<file path="config.mk">
export PLATFORM = sky130hd
export DESIGN_NAME = iir_biquad_tdm
export DESIGN_NICKNAME = d
export VERILOG_FILES = /design/src/rtl/iir_pkg.sv /design/src/rtl/iir_biquad_tdm_mac.sv /design/src/rtl/iir_biquad_tdm.sv
export SDC_FILE = /design/constraint.sdc
export NUM_CORES = 2
export LEC_CHECK = 0
export CORE_ASPECT_RATIO = 1.1
export CORE_MARGIN = 1
export CORE_UTILIZATION = 36
export DETAILED_ROUTE_END_ITERATION = 7
export PLACE_DENSITY = 0.48
export REMOVE_ABC_BUFFERS = 1
export SKIP_LAST_GASP = 1
export SLEW_MARGIN = 30
export SYNTH_ARGS = -nofsm -noshare
export SYNTH_HDL_FRONTEND = slang
export SYNTH_HIERARCHICAL = 1
export SYNTH_SLANG_ARGS = --single-unit
</file>
<file path="constraint.sdc">
create_clock -name clk -period 8.6 [get_ports clk]
set_input_delay 1.72 -clock clk [delete_from_list [all_inputs] [get_ports clk]]
set_output_delay 1.72 -clock clk [all_outputs]
set_load 0.1 [all_outputs]
</file>
<file path="src/rtl/iir_pkg.sv">
// Shared constants, types and helpers for the TDM biquad.
// Tap order, coefficient addresses, FSM states, output rounding.
package iir_pkg;

  localparam int NTAP = 5;

  localparam logic [2:0] TAP_B0 = 3'd0;
  localparam logic [2:0] TAP_B1 = 3'd1;
  localparam logic [2:0] TAP_B2 = 3'd2;
  localparam logic [2:0] TAP_A1 = 3'd3;
  localparam logic [2:0] TAP_A2 = 3'd4;

  localparam logic [2:0] ADDR_B0 = 3'd0;
  localparam logic [2:0] ADDR_B1 = 3'd1;
  localparam logic [2:0] ADDR_B2 = 3'd2;
  localparam logic [2:0] ADDR_A1 = 3'd3;
  localparam logic [2:0] ADDR_A2 = 3'd4;

  typedef enum logic [1:0] {
    S_IDLE,
    S_MAC,
    S_DRAIN
  } state_t;

  typedef struct packed {
    logic        sat;
    logic [63:0] val;
  } rnd_t;

  // Round half up, drop frac bits, clip to a dw-bit signed range.
  function automatic rnd_t sat_round(
    input logic signed [63:0] acc,
    input int                 frac,
    input int                 dw
  );
    logic signed [63:0] r;
    logic signed [63:0] hi;
    logic signed [63:0] lo;
    rnd_t               o;
    r     = (acc + (64'sd1 <<< (frac - 1))) >>> frac;
    hi    = (64'sd1 <<< (dw - 1)) - 64'sd1;
    lo    = -(64'sd1 <<< (dw - 1));
    o.sat = 1'b0;
    o.val = r;
    if (r > hi) begin
      o.sat = 1'b1;
      o.val = hi;
    end else if (r < lo) begin
      o.sat = 1'b1;
      o.val = lo;
    end
    return o;
  endfunction

endpackage

</file>
<file path="src/rtl/iir_biquad_tdm_mac.sv">
// Shared multiplier with one register stage, then accumulate.
// Products are sign-extended to the accumulator and added or subtracted.
module iir_mac
  import iir_pkg::*;
#(
  parameter int DW   = 16,
  parameter int CW   = 16,
  parameter int ACCW = 40
) (
  input  logic                   clk,
  input  logic                   reset,
  input  logic                   clr,
  input  logic                   issue,
  input  logic                   sub,
  input  logic signed [CW-1:0]   coef,
  input  logic signed [DW-1:0]   opnd,
  output logic signed [ACCW-1:0] acc_next
);

  localparam int PW = DW + CW;

  logic signed [PW-1:0]   prod_d;
  logic signed [PW-1:0]   prod_q;
  logic                   pv_q;
  logic                   ps_q;
  logic signed [ACCW-1:0] acc_q;
  logic signed [ACCW-1:0] pext;

  // Full-precision signed product and the next accumulator value.
  always_comb begin
    prod_d   = PW'(coef) * PW'(opnd);
    pext     = {{(ACCW-PW){prod_q[PW-1]}}, prod_q};
    acc_next = acc_q;
    if (pv_q) begin
      acc_next = ps_q ? acc_q - pext : acc_q + pext;
    end
  end

  // Product pipeline stage and accumulator register.
  always_ff @(posedge clk) begin
    if (reset) begin
      prod_q <= '0;
      pv_q   <= 1'b0;
      ps_q   <= 1'b0;
      acc_q  <= '0;
    end else begin
      prod_q <= prod_d;
      pv_q   <= issue;
      ps_q   <= sub;
      acc_q  <= clr ? '0 : acc_next;
    end
  end

endmodule

</file>
<file path="src/rtl/iir_biquad_tdm.sv">
// Direct Form I biquad shared across NCH channels, one MAC.
// Coefficients are snapshotted at accept; history lives per channel.
module iir_biquad_tdm
  import iir_pkg::*;
#(
  parameter int DW   = 16,
  parameter int CW   = 16,
  parameter int FRAC = 14,
  parameter int NCH  = 4,
  parameter int ACCW = 40,
  localparam int CHW = (NCH > 1) ? $clog2(NCH) : 1
) (
  input  logic                 clk,
  input  logic                 reset,
  input  logic                 in_valid,
  output logic                 in_ready,
  input  logic [CHW-1:0]       in_ch,
  input  logic signed [DW-1:0] x_in,
  input  logic                 coef_we,
  input  logic [2:0]           coef_addr,
  input  logic signed [CW-1:0] coef_data,
  output logic                 out_valid,
  output logic [CHW-1:0]       out_ch,
  output logic signed [DW-1:0] y_out,
  output logic                 sat_flag
);

  state_t                 state_q, state_d;
  logic [2:0]             tap_q, tap_d;
  logic                   accept;
  logic signed [CW-1:0]   coef_r [NTAP];
  logic signed [CW-1:0]   cs     [NTAP];
  logic signed [DW-1:0]   xs;
  logic [CHW-1:0]         ch_q;
  logic [CHW-1:0]         chi;
  logic                   ch_ok_q;
  logic signed [DW-1:0]   x1 [NCH];
  logic signed [DW-1:0]   x2 [NCH];
  logic signed [DW-1:0]   y1 [NCH];
  logic signed [DW-1:0]   y2 [NCH];
  logic                   issue;
  logic                   sub;
  logic signed [CW-1:0]   mc;
  logic signed [DW-1:0]   mo;
  logic signed [ACCW-1:0] acc_next;
  logic [63:0]            acc64;
  rnd_t                   rnd;
  logic                   fin;
  logic                   unused_hi;

  // Next state: one accept, five taps, one drain cycle.
  always_comb begin
    state_d  = state_q;
    tap_d    = tap_q;
    in_ready = (state_q == S_IDLE);
    accept   = in_valid && in_ready;
    unique case (state_q)
      S_IDLE: begin
        if (accept) begin
          state_d = S_MAC;
          tap_d   = TAP_B0;
        end
      end
      S_MAC: begin
        if (tap_q == TAP_A2) state_d = S_DRAIN;
        else                 tap_d   = tap_q + 3'd1;
      end
      S_DRAIN: state_d = S_IDLE;
      default: state_d = S_IDLE;
    endcase
  end

  // FSM state and tap counter.
  always_ff @(posedge clk) begin
    if (reset) begin
      state_q <= S_IDLE;
      tap_q   <= TAP_B0;
    end else begin
      state_q <= state_d;
      tap_q   <= tap_d;
    end
  end

  // Coefficient bank, accept-time snapshot and sample latch.
  always_ff @(posedge clk) begin
    if (reset) begin
      for (int i = 0; i < NTAP; i++) begin
        coef_r[i] <= '0;
        cs[i]     <= '0;
      end
      xs      <= '0;
      ch_q    <= '0;
      ch_ok_q <= 1'b0;
    end else begin
      for (int i = 0; i < NTAP; i++) begin
        if (coef_we && coef_addr == 3'(i)) coef_r[i] <= coef_data;
      end
      if (accept) begin
        for (int i = 0; i < NTAP; i++) cs[i] <= coef_r[i];
        xs      <= x_in;
        ch_q    <= in_ch;
        ch_ok_q <= (int'(in_ch) < NCH);
      end
    end
  end

  // Operand select for the tap being issued.
  always_comb begin
    mc    = '0;
    mo    = '0;
    chi   = ch_ok_q ? ch_q : '0;
    issue = (state_q == S_MAC);
    sub   = (tap_q == TAP_A1) || (tap_q == TAP_A2);
    case (tap_q)
      TAP_B0:  begin mc = cs[0]; mo = xs;      end
      TAP_B1:  begin mc = cs[1]; mo = x1[chi]; end
      TAP_B2:  begin mc = cs[2]; mo = x2[chi]; end
      TAP_A1:  begin mc = cs[3]; mo = y1[chi]; end
      TAP_A2:  begin mc = cs[4]; mo = y2[chi]; end
      default: ;
    endcase
  end

  iir_mac #(
    .DW   (DW),
    .CW   (CW),
    .ACCW (ACCW)
  ) u_mac (
    .clk      (clk),
    .reset    (reset),
    .clr      (accept),
    .issue    (issue),
    .sub      (sub),
    .coef     (mc),
    .opnd     (mo),
    .acc_next (acc_next)
  );

  // Final accumulator value rounded and clipped.
  always_comb begin
    acc64     = {{(64-ACCW){acc_next[ACCW-1]}}, acc_next};
    rnd       = sat_round(acc64, FRAC, DW);
    fin       = (state_q == S_DRAIN) && ch_ok_q;
    unused_hi = ^rnd.val[63:DW];
  end

  // Output register and per-channel history update.
  always_ff @(posedge clk) begin
    if (reset) begin
      for (int i = 0; i < NCH; i++) begin
        x1[i] <= '0;
        x2[i] <= '0;
        y1[i] <= '0;
        y2[i] <= '0;
      end
      out_valid <= 1'b0;
      out_ch    <= '0;
      y_out     <= '0;
      sat_flag  <= 1'b0;
    end else begin
      out_valid <= fin;
      if (fin) begin
        y_out    <= rnd.val[DW-1:0];
        out_ch   <= ch_q;
        sat_flag <= rnd.sat;
      end
      for (int i = 0; i < NCH; i++) begin
        if (fin && ch_q == CHW'(i)) begin
          x2[i] <= x1[i];
          x1[i] <= xs;
          y2[i] <= y1[i];
          y1[i] <= rnd.val[DW-1:0];
        end
      end
    end
  end

endmodule

</file>
==> impl_results.md <==
- Status: finished with violations
- Failing checks: design-rule violations
- Sequential fraction of the synthesis area: 41.9%
- Post-synth ARST share: 0%
- DRT iter0 DRCs: 1441
- Die area: 99700 sq um
- Final Cell Area: 39900 sq um
- Max-slew violation count: 0
- First-pass GRT wire length: 152000 um
- MaxCap Viol Count: 0
- Worst-Margin Slew: 1.03 ns
- Die height: 331 um
- Tcrit/Tclk final: 93.6%
- P per Cell Area: 229 nW/um^2
- Power Internal: 0.00574 W
- Via-to-Cell Ratio: 5.13
- Sequential power share: 33.9%
- Period minus WS final: 8.05 ns
- Fill count: 9467
- Sink Count: 534
- Antenna Cells: 0
- Final nets: 3809
- #FFs+latches synth: 534
- Synth Warn #: 6
- Crit Path Max Fanout: 19
- Worst rel slew slack: 30.7%
- CP peak stage delay: 0.69 ns
- Synth Area in Simple Gates: 17.7%
- Largest net degree at the start of global routing: 81
- Crit path max-delay family: adder cells
- Core box area: 97400 sq um
- Global placer's final weighted congestion: 0.863
- Mux contribution to synthesized area: 2.48%
- VDD IR-drop max: 168 uV
- Number of port buffers: 61
- Largest family of logic cells by synthesized area: adder cells
- Hold_sp: out_ch[0]
- Most used cell along the critical path: fa_1
- Final Hold Viols: 0
- Worst setup margin: 0.550 ns
- Setup TNS: 0 ns
- Detailed Route WL: 97300 um
- Crit path required time: 9.10 ns
- Via count: 24177
- Sw power: 0.00338 W
- # setup viols final: 0
- I/O Pins: 62
- Row cnt: 120
- Vias in the first global route: 25490
- Leak: 16.8 nW
- Netlist Area Pre-Place: 35400 sq um
- Reg2Reg Launch Point: tap_q[0]
- Cells after synthesis: 3339
- Arr. time, crit path: 8.55 ns
- Main flop type after synthesis: edfxtp_1
- Initial antenna violation count: 2
- Placed cell area: 37800 sq um
- Root buf cell: clkbuf_16
- Max clock buf depth: 3
- Clock-pin transition on the worst setup and hold timing paths: 0.06 ns
- Die Width: 301 um
- Worst clock skew: 0.0445 ns
- ANT nets after route: 0
- Post-Synth XOR/XNOR Area: 2.74%
- Layout cells sized above 1: 8.22%
- CP Capture Type: flop
- Synth cell types: 88
- Sw frac: 37.1%
- Multi-input gate area: 18700 sq um
- Worst min path class: flop to flop
- Crit path launch: tap_q[0]
- Post-cts sizing count: 0
- RSZ-0062 raised after global routing: false
- R2r setup slk: 0.55 ns
- Register area: 14900 sq um
- Compound-Gate Fraction of Synth Area: 10.3%
- Avg Cell Area, Syn: 10.6 sq um
- GR Overflow Total: 0
- CTS tree: built
- EDFF count, synth: 416
- Area Growth Syn to Fin: 12.6%
- TritonRoute pass-1 iters: 8
- WL/cell: 20.6 um
- Total track usage: 20.0%
- Crit-path cells: ha_1 -> ha_1 -> buf_12 -> a22oi_1 -> nand3_1 -> and2_1 -> fa_1 -> inv_1 -> fa_1 -> fa_1 -> inv_1 -> fa_1 -> fa_1 -> inv_1 -> fa_1 -> inv_1 -> ha_1 -> and4_1 -> a22oi_1 -> o311a_1 -> o31ai_1 -> a211oi_1 -> a2111oi_1
- Clock latency on the worst-skew pair: 0.70 ns
- Worst path slowest cell: a2111oi_1
- Post-route DRC: 12
- Critical Path Start Type: flop
- Setup CP Type: flop to flop
- Combinational share of power: 37.5%
- TritonCTS buffer count: 61
- Fmax: 124 MHz
- H-tree Lvls: 2
- Number of hold buffers added after cts: 0
- Clock Power Share: 28.6%
- Post-DP HPWL: 69200 um
- Buf/Inv on CP: 5
- Worst slack, placed: 0.560 ns
- Initial Util: 36.4%
- Post-Synth Adder-Cell Area: 19.4%
- Post-CTS Setup Bufs: 0
## registers in the layout, indices dropped and copies added (netlist names)
name,cells
out_valid,1
sat_flag,1
cs,80
x1,64
xs,16
state_q,2
y_out,16
u_mac/prod_q,32
x2,64
u_mac/acc_q,40
y2,64
tap_q,3
y1,64
ch_q,2
u_mac/pv_q,1
coef_r,80
out_ch,2
u_mac/ps_q,1
ch_ok_q,1
## final cells by class
class	count	area share [%]
Clock buffer	71	3.92
Clock inverter	45	1.10
Inverter	337	3.17
Multi-Input combinational cell	2291	47.0
Sequential cell	534	37.3
Tap cell	1281	4.02
Timing Repair Buffer	152	3.50
## final timing paths
kind / to / cells after the start
setup / recovery: u_mac/prod_q[27] / 23
hold / removal: out_ch[0] / 2
setup reg to reg: u_mac/prod_q[27] / 23
hold reg to reg: out_ch[0] / 2
## power groups by stage
stage	registers, W	logic, W	clock network [W]
after floorplan	0.00310	0.00232	0
after global placement	0.00314	0.00344	0
after detailed placement	0.00315	0.00345	0
after CTS	0.00309	0.00349	0.00270
after global routing	0.00311	0.00382	0.00278
final	0.00309	0.00342	0.00261
## cell families (layout without fill, tap and decap cells)
| group | after synthesis | in the layout |
|---|---|---|
| AND/OR/NAND/NOR | 1178 | 1178 |
| multiplexers | 83 | 83 |
| XOR/XNOR | 111 | 111 |
| AO/OA/AOI/OAI | 528 | 528 |
| adder cells (fa/ha/maj) | 391 | 391 |
| flip-flops | 534 | 534 |
| buffers and inverters | 514 | 605 |
## worst min-delay path: cells and delay by family, from the launching register on
| family | cells | cell delay [ns] |
|---|---|---|
| AOI/OAI and AO/OA | 1 | 0.06 |
| DFF | 1 | 0.32 |
| and+or+nand+nor | 1 | 0.05 |
## cell usage in the layout (no fill, tap or decap), types with 82 or more instances in the layout
cell and count:
dfxtp_1 116, fa_1 263, a21oi_1 188, edfxtp_1 416, and2_1 399, nand2_1 266, ha_1 128, nor2b_1 84
inv_1 337, nor2_1 181, buf_4 82
## cell usage after synthesis (10+ instances only)
library cell    n  share of area [%]
inv_1         337                3.6
a22oi_1        44               0.93
nor2_1        187                2.0
nand3_1        70               0.99
a311oi_1       18               0.45
o21ai_0        37               0.52
buf_1          12               0.13
xor2_1         33               0.82
fa_1          263                 15
and2_1        399                7.0
edfxtp_1      416                 35
and3_1         57                1.0
mux2i_1        54                1.5
a21o_1         41               0.87
nor2b_1        87                1.5
or3_1          13               0.23
nand2b_1       18               0.32
a21oi_4        10               0.46
a21oi_1       188                2.7
ha_1          128                4.5
a211oi_1       76                1.6
xnor2_1        78                1.9
dfxtp_1       118                6.7
a31oi_1        20               0.35
clkbuf_1      161                1.7
mux2_2         26               0.83
nand2_1       268                2.8
nand4_1        12               0.21
nor3_1         19               0.27
## routing by layer
layer	wire length (um)	GRT usage (%)	up-vias
li1	-	-	11421
met1	42600	25.9	12131
met2	48300	34.9	498
met3	4190	2.54	127
met4	2230	5.37	0
met5	0	0	-
## through the flow
stage / total power [W] / instances / hold WS, ns / utilization (%)
after global routing: 0.00971 / 4711 / 0.506 / 40.9
after detailed placement: 0.00660 / 4594 / 0.460 / 38.8
after CTS: 0.00928 / 4710 / 0.472 / 40.9
after floorplan: 0.00543 / 3162 / 0.454 / -
after global placement: 0.00659 / 4594 / 0.450 / 38.8
final: 0.00912 / 4711 / 0.474 / 40.9
Power figures use the tool's default switching activity.
